## src/rtl/dmem_copy_engine_pkg.sv

```systemverilog
// Shared definitions for the data-memory copy/fill engine: FSM state
// encodings, command mode encodings and the word stride on the byte bus.
package dmem_copy_engine_pkg;

    typedef enum logic [1:0] {
        IDLE = 2'd0,
        RD   = 2'd1,
        WR   = 2'd2,
        DONE = 2'd3
    } state_t;

    localparam logic        MODE_COPY   = 1'b0;
    localparam logic        MODE_FILL   = 1'b1;
    localparam logic [15:0] WORD_STRIDE = 16'd2;

endpackage

```

## src/rtl/dmem_copy_engine.sv

```systemverilog
// Bus initiator that copies (src->dst) or fills (fill_value->dst) blocks of
// 16-bit words on the shared data-memory/IO bus. Strobes are combinational
// in bus_gnt so a stalled cycle never issues an access.
// Optional feature macro: DMEM_COPY_CHECKSUM_EN adds a running 16-bit sum
// of every granted write; without it checksum is tied to zero.
module dmem_copy_engine
    import dmem_copy_engine_pkg::*;
#(
    parameter int LEN_W = 8
) (
    input  logic             clock,
    input  logic             reset_n,
    input  logic             start,
    input  logic             mode,
    input  logic [15:0]      src_addr,
    input  logic [15:0]      dst_addr,
    input  logic [LEN_W-1:0] len,
    input  logic [15:0]      fill_value,
    input  logic             abort,
    output logic             busy,
    output logic             done,
    output logic             err,
    output logic [15:0]      checksum,
    output logic             bus_req,
    input  logic             bus_gnt,
    output logic [15:0]      mem_addr,
    output logic [15:0]      mem_wdata,
    output logic             mem_write,
    output logic             mem_read,
    input  logic [15:0]      mem_rdata
);

    state_t           state_reg, state_next;
    logic [15:0]      src_reg, src_next;
    logic [15:0]      dst_reg, dst_next;
    logic [15:0]      data_reg, data_next;
    logic [15:0]      fill_reg, fill_next;
    logic [LEN_W-1:0] rem_reg, rem_next;
    logic             mode_reg, mode_next;
    logic             err_reg, err_next;

    // State, pointers, count and data latches; all clear on reset.
    always_ff @(posedge clock or negedge reset_n) begin
        if (!reset_n) begin
            state_reg <= IDLE;
            src_reg   <= '0;
            dst_reg   <= '0;
            data_reg  <= '0;
            fill_reg  <= '0;
            rem_reg   <= '0;
            mode_reg  <= MODE_COPY;
            err_reg   <= 1'b0;
        end else begin
            state_reg <= state_next;
            src_reg   <= src_next;
            dst_reg   <= dst_next;
            data_reg  <= data_next;
            fill_reg  <= fill_next;
            rem_reg   <= rem_next;
            mode_reg  <= mode_next;
            err_reg   <= err_next;
        end
    end

    // Next-state logic and bus strobes; abort wins over a grant in RD/WR.
    always_comb begin
        state_next = state_reg;
        src_next   = src_reg;
        dst_next   = dst_reg;
        data_next  = data_reg;
        fill_next  = fill_reg;
        rem_next   = rem_reg;
        mode_next  = mode_reg;
        err_next   = err_reg;
        bus_req    = 1'b0;
        mem_read   = 1'b0;
        mem_write  = 1'b0;
        mem_addr   = '0;
        mem_wdata  = '0;
        busy       = (state_reg != IDLE);
        done       = (state_reg == DONE);
        err        = (state_reg == DONE) && err_reg;

        case (state_reg)
            IDLE: begin
                if (start) begin
                    if (((mode == MODE_COPY) && src_addr[0]) || dst_addr[0]) begin
                        state_next = DONE;
                        err_next   = 1'b1;
                    end else if (len == '0) begin
                        state_next = DONE;
                        err_next   = 1'b0;
                    end else begin
                        src_next   = src_addr;
                        dst_next   = dst_addr;
                        rem_next   = len;
                        fill_next  = fill_value;
                        mode_next  = mode;
                        err_next   = 1'b0;
                        state_next = (mode == MODE_FILL) ? WR : RD;
                    end
                end
            end
            RD: begin
                bus_req = 1'b1;
                if (abort) begin
                    state_next = DONE;
                    err_next   = 1'b1;
                end else if (bus_gnt) begin
                    mem_read   = 1'b1;
                    mem_addr   = src_reg;
                    data_next  = mem_rdata;
                    state_next = WR;
                end
            end
            WR: begin
                bus_req = 1'b1;
                if (abort) begin
                    state_next = DONE;
                    err_next   = 1'b1;
                end else if (bus_gnt) begin
                    mem_write = 1'b1;
                    mem_addr  = dst_reg;
                    mem_wdata = (mode_reg == MODE_FILL) ? fill_reg : data_reg;
                    src_next  = src_reg + WORD_STRIDE;
                    dst_next  = dst_reg + WORD_STRIDE;
                    rem_next  = rem_reg - LEN_W'(1);
                    if (rem_reg == LEN_W'(1)) begin
                        state_next = DONE;
                        err_next   = 1'b0;
                    end else begin
                        state_next = (mode_reg == MODE_FILL) ? WR : RD;
                    end
                end
            end
            DONE: begin
                state_next = IDLE;
            end
            default: begin
                state_next = IDLE;
            end
        endcase
    end

`ifdef DMEM_COPY_CHECKSUM_EN
    logic [15:0] sum_reg, sum_next;

    // Running sum: cleared by an accepted start, accumulates granted writes.
    always_comb begin
        sum_next = sum_reg;
        if ((state_reg == IDLE) && start) begin
            sum_next = '0;
        end else if (mem_write) begin
            sum_next = sum_reg + mem_wdata;
        end
    end

    // Checksum register; holds after DONE until the next accepted start.
    always_ff @(posedge clock or negedge reset_n) begin
        if (!reset_n) begin
            sum_reg <= '0;
        end else begin
            sum_reg <= sum_next;
        end
    end

    assign checksum = sum_reg;
`else
    assign checksum = '0;
`endif

endmodule

```

## config.mk

```make
export PLATFORM = sky130hd
export DESIGN_NAME = dmem_copy_engine
export DESIGN_NICKNAME = d
export VERILOG_FILES = /design/src/rtl/dmem_copy_engine_pkg.sv /design/src/rtl/dmem_copy_engine.sv
export SDC_FILE = /design/constraint.sdc
export NUM_CORES = 1
export LEC_CHECK = 0
export ABC_AREA = 1
export BUFFER_PORTS_ARGS = -buffer_cell sky130_fd_sc_hd__buf_2
export CORE_MARGIN = 10
export CORE_UTILIZATION = 31
export DETAILED_ROUTE_END_ITERATION = 8
export SLEW_MARGIN = 10
export SYNTH_ARGS = -nofsm -noshare
export SYNTH_HDL_FRONTEND = slang
export SYNTH_SLANG_ARGS = --single-unit
```

## constraint.sdc

```tcl
create_clock -name clock -period 1.95 [get_ports clock]
set_input_delay 0.0975 -clock clock [delete_from_list [all_inputs] [get_ports clock]]
set_output_delay 0.0975 -clock clock [all_outputs]
set_load 0.01 [all_outputs]
```

======== Yosys cells after proc, flatten, opt, wreduce, memory -nomap -nowiden ========
Cells that the tools add are included.
word-level totals
  output and inout port bits .............. 54
  flip-flop bits (word level) ............. 76
  input bits .............................. 78
  logic and storage cells ................. 92
operators by class
  bitwise operators ....................... 4
  mux-type cells .......................... 50
  add/sub/neg operators ................... 3
  equality and inequality tests ........... 13
  reduce and logical (&&, ||, !) cells .... 14
operators by type and width
  cell                                                                    number
  16-bit 2-to-1 mux                                                       18
  16-bit one-hot mux with 2 select lines                                  3
  8-bit 2-to-1 mux                                                        5
  16-bit by 2-bit adder with 16-bit output (second input constant)        2
  2-bit 2-to-1 mux                                                        10
  8-bit one-hot mux with 2 select lines                                   1
  2-bit inequality test (second input constant)                           6
  1-bit 2-to-1 mux                                                        11
  3-bit inequality test (second input constant)                           3
  8-bit by 1-bit equality test with 1-bit output (second input constant)  1
  8-bit zero test                                                         1
  2-bit one-hot mux with 4 select lines                                   1
  8-bit by 1-bit subtractor with 8-bit output (second input constant)     1
  3-bit AND reduction                                                     2
  6-bit AND reduction                                                     1
  5-bit AND reduction                                                     1
  2-bit equality test (second input constant)                             2
  1-bit NOT                                                               4
  4-bit AND reduction                                                     1
  2-bit nonzero test                                                      2
  1-bit one-hot mux with 3 select lines                                   1
  3-bit nonzero test                                                      1
  2-bit by 1-bit equality test with 1-bit output (second input constant)  1
  1-bit logical AND                                                       2
  3 further kinds                                                         3

======== Depth between registers and ports, before layout ========
  depth after elaboration ................. 6
  depth in mapped cells ................... 12
  mapped depth without buffers ............ 11

======== Worst setup path before layout ========
Ideal clock, no wire load.
  kind .................................... reg-to-reg
  start point ............................. register state_reg[0]
  end point ............................... register src_reg[1]
  arrival ................................. 1628 ps
  cell stages (with the launch flop) ...... 13
  library setup time ...................... 117 ps
  path buffers ............................ 2
  slack ................................... 205 ps
  cell sequence ........................... dfrtp_1 inv_1 ha_1 inv_2 or2_4 nand2_4 nor2_8 nand3_2 nor2_2 buf_6 buf_8 nand2_2 nand2_1
on the way
  cells in the longest elaborated chain, start to end .. 3
ends and longest elaborated chain
  what                                                                          RTL line                RTL
  start, declared                                                               dmem_copy_engine.sv:33  state_t state_reg, state_next;
  start signal, assigned                                                        dmem_copy_engine.sv:54  state_reg <= state_next;
  2-bit equality test / 2-bit zero test (equally long branches)                 dmem_copy_engine.sv:84  case (state_reg)
  2-bit inequality test (no line) / 2-bit nonzero test (equally long branches)  -
  6-bit AND reduction (no line)                                                 -
  end signal, assigned                                                          dmem_copy_engine.sv:55  src_reg <= src_next;
  end, declared                                                                 dmem_copy_engine.sv:34  logic [15:0] src_reg, src_next;
Parallel ways exist; a longest one is shown, timed or not.
A chain may end at the register's enable or synchronous reset.

======== Final worst setup path ========
  start point ............................. register state_reg[0]
  end point ............................... output mem_wdata[7]
on the way
  cells in the longest elaborated chain, start to end .. 2
ends and longest elaborated chain
  what                 RTL line                RTL
  2-bit equality test  dmem_copy_engine.sv:84
  16-bit 2-to-1 mux    dmem_copy_engine.sv:84
  end, declared        dmem_copy_engine.sv:27  output logic [15:0] mem_wdata,
Every way passes these cells.

==> out/metrics.csv <==
stage,metric,value,unit
min_path,HP Class,in2reg,
worst_setup_path,critical path capture point type,output pin,
drt,total number of vias,5416,
place,dpl hpwl,11430,µm
power,switch share,46.77,%
power,NetSw,4.445,mW
sta,final setup fails,0,
global_routing,GRT Util Overall,14.79,%
sta,skew final,0.005515,ns
sta,fin crit period,1.871,ns
sta,max-slew violation count,0,
job,Max-Cap Viols,0,
power,pwr/cell area,1406,nW/µm²
floorplan,Initial Utilization,31.41,%
sta,final hold vios,0,
yosys,Syn Area/Cell,6.409,µm²
clock_tree,clock transition at the registers of the reported paths,0.06,ns
power,P_leak,3.632,nW
outcome,status,"finished, final reports clean",
clock_tree,clock sink count,76,
global_routing,largest net degree at the start of global routing,42,
worst_setup_path,Startpoint Class,register,
finish,# nets final,1049,
finish,ratio of cells with drive above 1 in the final layout,22.96,%
yosys,synthesized instance count,807,
drt,1st-iter DRT viols,395,
yosys,"Seq/Total Area, Yosys",36.77,%
sta,f_max,534.3,MHz
place,Port Buf Inserts,115,
drt,vias per inst,4.555,
sta,RSZ-0062 raised after global routing,no,
drt,DRT Pass-1 Iters,5,
drt,routed wire length,16350,µm
yosys,Post-Synthesis Cell Area,5172,µm²
drt,# DRC,0,
power,Overall Power,9.504,mW
yosys,ranking of synthesized cells by area,"dfrtp_1, nand2_1, nand3_1",
global_routing,first-pass GRT wire length,26690,µm
worst_setup_path,"Arr. time, crit path",1.77,ns
power,VDD IR-drop max,0.0007997,V
floorplan,Horiz. Die Dim,149.2,µm
worst_setup_path,WS Path Type,reg2out,
drt,routed len/inst,13.75,µm
clock_tree,TritonCTS clock tree,done,
floorplan,Core Footprint,16470,µm²
place,dpl cells,1132,
floorplan,row cnt,47,
global_routing,initial antenna violation count,3,
place,routability-driven placement congestion ratio,0.8822,
sta,fin crit share,95.97,%
worst_setup_path,maximum fanout along the worst path,16,
clock_tree,H-tree levels,3,
global_routing,vias in the first global route,5410,
yosys,post-synth top area share,36.77,%
power,Seq pwr share,31.8,%
worst_setup_path,Critical Path RT,1.85,ns
floorplan,die height,149.2,µm
power,P_int,5.060,mW
sta,Slew headroom,62.64,%
sta,TNS Setup,0,ns
clock_tree,later-pin clock latency in the skew report,0.34,ns
yosys,cell taking the most area after synthesis,dfrtp_1,
finish,synth-to-layout area growth,30.70,%
finish,final std cells w/o fill,1189,
yosys,Yosys cell types,28,
yosys,YS warnings,0,
floorplan,I/O pins,132,
finish,register area,1902,µm²
finish,fillcell total,1793,
clock_tree,clock root cell,clkbuf_16,
clock_tree,CTS Buf Count,9,
power,clock power share,17.4,%
drt,post-route ant nets,0,
sta,slew at the pin closest to its max-slew limit,0.5570,ns
yosys,#FFs+latches synth,76,
finish,Multi-input gate area,2925,µm²
clock_tree,maximum buffer depth of the clock tree,2,
global_routing,GRT overflow,0,
power,share of total power in combinational logic,50.8,%
floorplan,full die area,22250,µm²
==> power by group through the flow <==
| stage | Combinational [mW] | Clock (mW) | Sequential, mW |
|---|---|---|---|
| 6_report | 4.83 | 1.65 | 3.03 |
| 5_1_grt | 5.56 | 1.76 | 3.15 |
| 4_1_cts | 4.81 | 1.68 | 3.02 |
| 3_5_place_dp | 4.68 | 0 | 3.04 |
| 3_3_place_gp | 4.63 | 0 | 3.04 |
| 2_1_floorplan | 3.56 | 0 | 2.86 |
==> placed cells by master, fill, tap and decap left out, drive strengths merged, types with 12 or more instances in the layout <==
| cell | netlist | final |
|---|---|---|
| clkbuf | 11 | 12 |
| nor2 | 48 | 48 |
| dfrtp | 76 | 76 |
| nand3 | 60 | 60 |
| buf | 35 | 141 |
| o21ai | 31 | 31 |
| inv | 48 | 48 |
| dlygate4sd3 | 0 | 33 |
| a21oi | 32 | 32 |
| conb | 1 | 16 |
| nand2 | 432 | 432 |
==> worst max-delay path, cell delays in order, from the launching register on <==
cell	delay (ns)
dfrtp_1	0.37
inv_1	0.10
ha_2	0.22
nand3_4	0.12
buf_4	0.23
a21oi_1	0.21
buf_2	0.17
==> path summary, 6_finish.rpt <==
| check | endpoint | slack (ns) | cells after the start | start |
|---|---|---|---|---|
| setup / recovery | mem_wdata[7] | 0.08 | 6 | state_reg[0] |
| hold / removal | mode_reg | 0.03 | 3 | mode |
| setup reg to reg | dst_reg[1] | 0.18 | 11 | state_reg[0] |
| hold reg to reg | rem_reg[1] | 0.47 | 2 | rem_reg[1] |
| max in group asynchronous | fill_reg[14] | 1.06 | 3 | reset_n |
| min in group asynchronous | err_reg | 0.28 | 2 | reset_n |
==> logic make-up (layout without fill, tap and decap cells) <==
group	Yosys count	after routing	share of synthesized area [%]
buffers and inverters	96	241	9.265
other	1	18	0.07250
DFF	76	76	36.77
adders and majority gates	9	9	2.177
AOI/OAI and AO/OA	64	64	6.241
and+or+nand+nor	561	561	45.48
==> through the flow <==
| stage | utilization (%) | area, µm² | setup slack, ns | hold slack (ns) |
|---|---|---|---|---|
| floorplan | - | 5229 | 0.2053 | -0.1981 |
| global placement | 36.54 | 6016 | 0.1982 | 0.1174 |
| detailed placement | 36.54 | 6016 | 0.1744 | 0.1216 |
| CTS | 40.55 | 6678 | 0.003096 | 0.02190 |
| global route | 41.04 | 6758 | 0.0006274 | 0.06277 |
| finish | 41.06 | 6760 | 0.07856 | 0.02967 |
==> cells in the mapped netlist (all sizes together) <==
| library cell | number |
|---|---|
| nand2 | 432 |
| dfrtp | 76 |
| nand3 | 60 |
| inv | 48 |
| nor2 | 48 |
| buf | 35 |
| a21oi | 32 |
| o21ai | 31 |
| clkbuf | 11 |
| nand4 | 11 |
| ha | 9 |
| or2 | 8 |
| clkinv | 2 |
| nand3b | 2 |
| conb | 1 |
| o21bai | 1 |
==> final cells by class <==
class | count | share of cell area [%]
antenna | 2 | 0.07403
clock buffer | 12 | 3.942
clock inverter | 4 | 0.3331
inverter | 50 | 2.850
multi-input combinational | 650 | 43.27
sequential | 76 | 28.13
tap | 220 | 4.072
timing repair buffer | 174 | 17.25
timing repair inverter | 1 | 0.07403
==> routing by layer <==
metal / global-route usage [%] / wire length [µm] / up-vias
li1: - / - / 2795
met1: 17.57 / 7128 / 2488
met2: 25.44 / 8088 / 105
met3: 3.398 / 785 / 26
met4: 5.447 / 338 / 2
met5: 0 / 7 / -
==> repair_timing <==
item / in CTS / in global routing
setup endpoints to repair: 17 / 22
endpoints found under the hold margin: 67 / 0
pin swaps: 0 / 2
buffers inserted: 2 / 3
cloned: 0 / 1
gates resized for setup: 9 / 13
hold buffers: 33 / 0
Note: power is estimated with default switching activity, not from simulation.
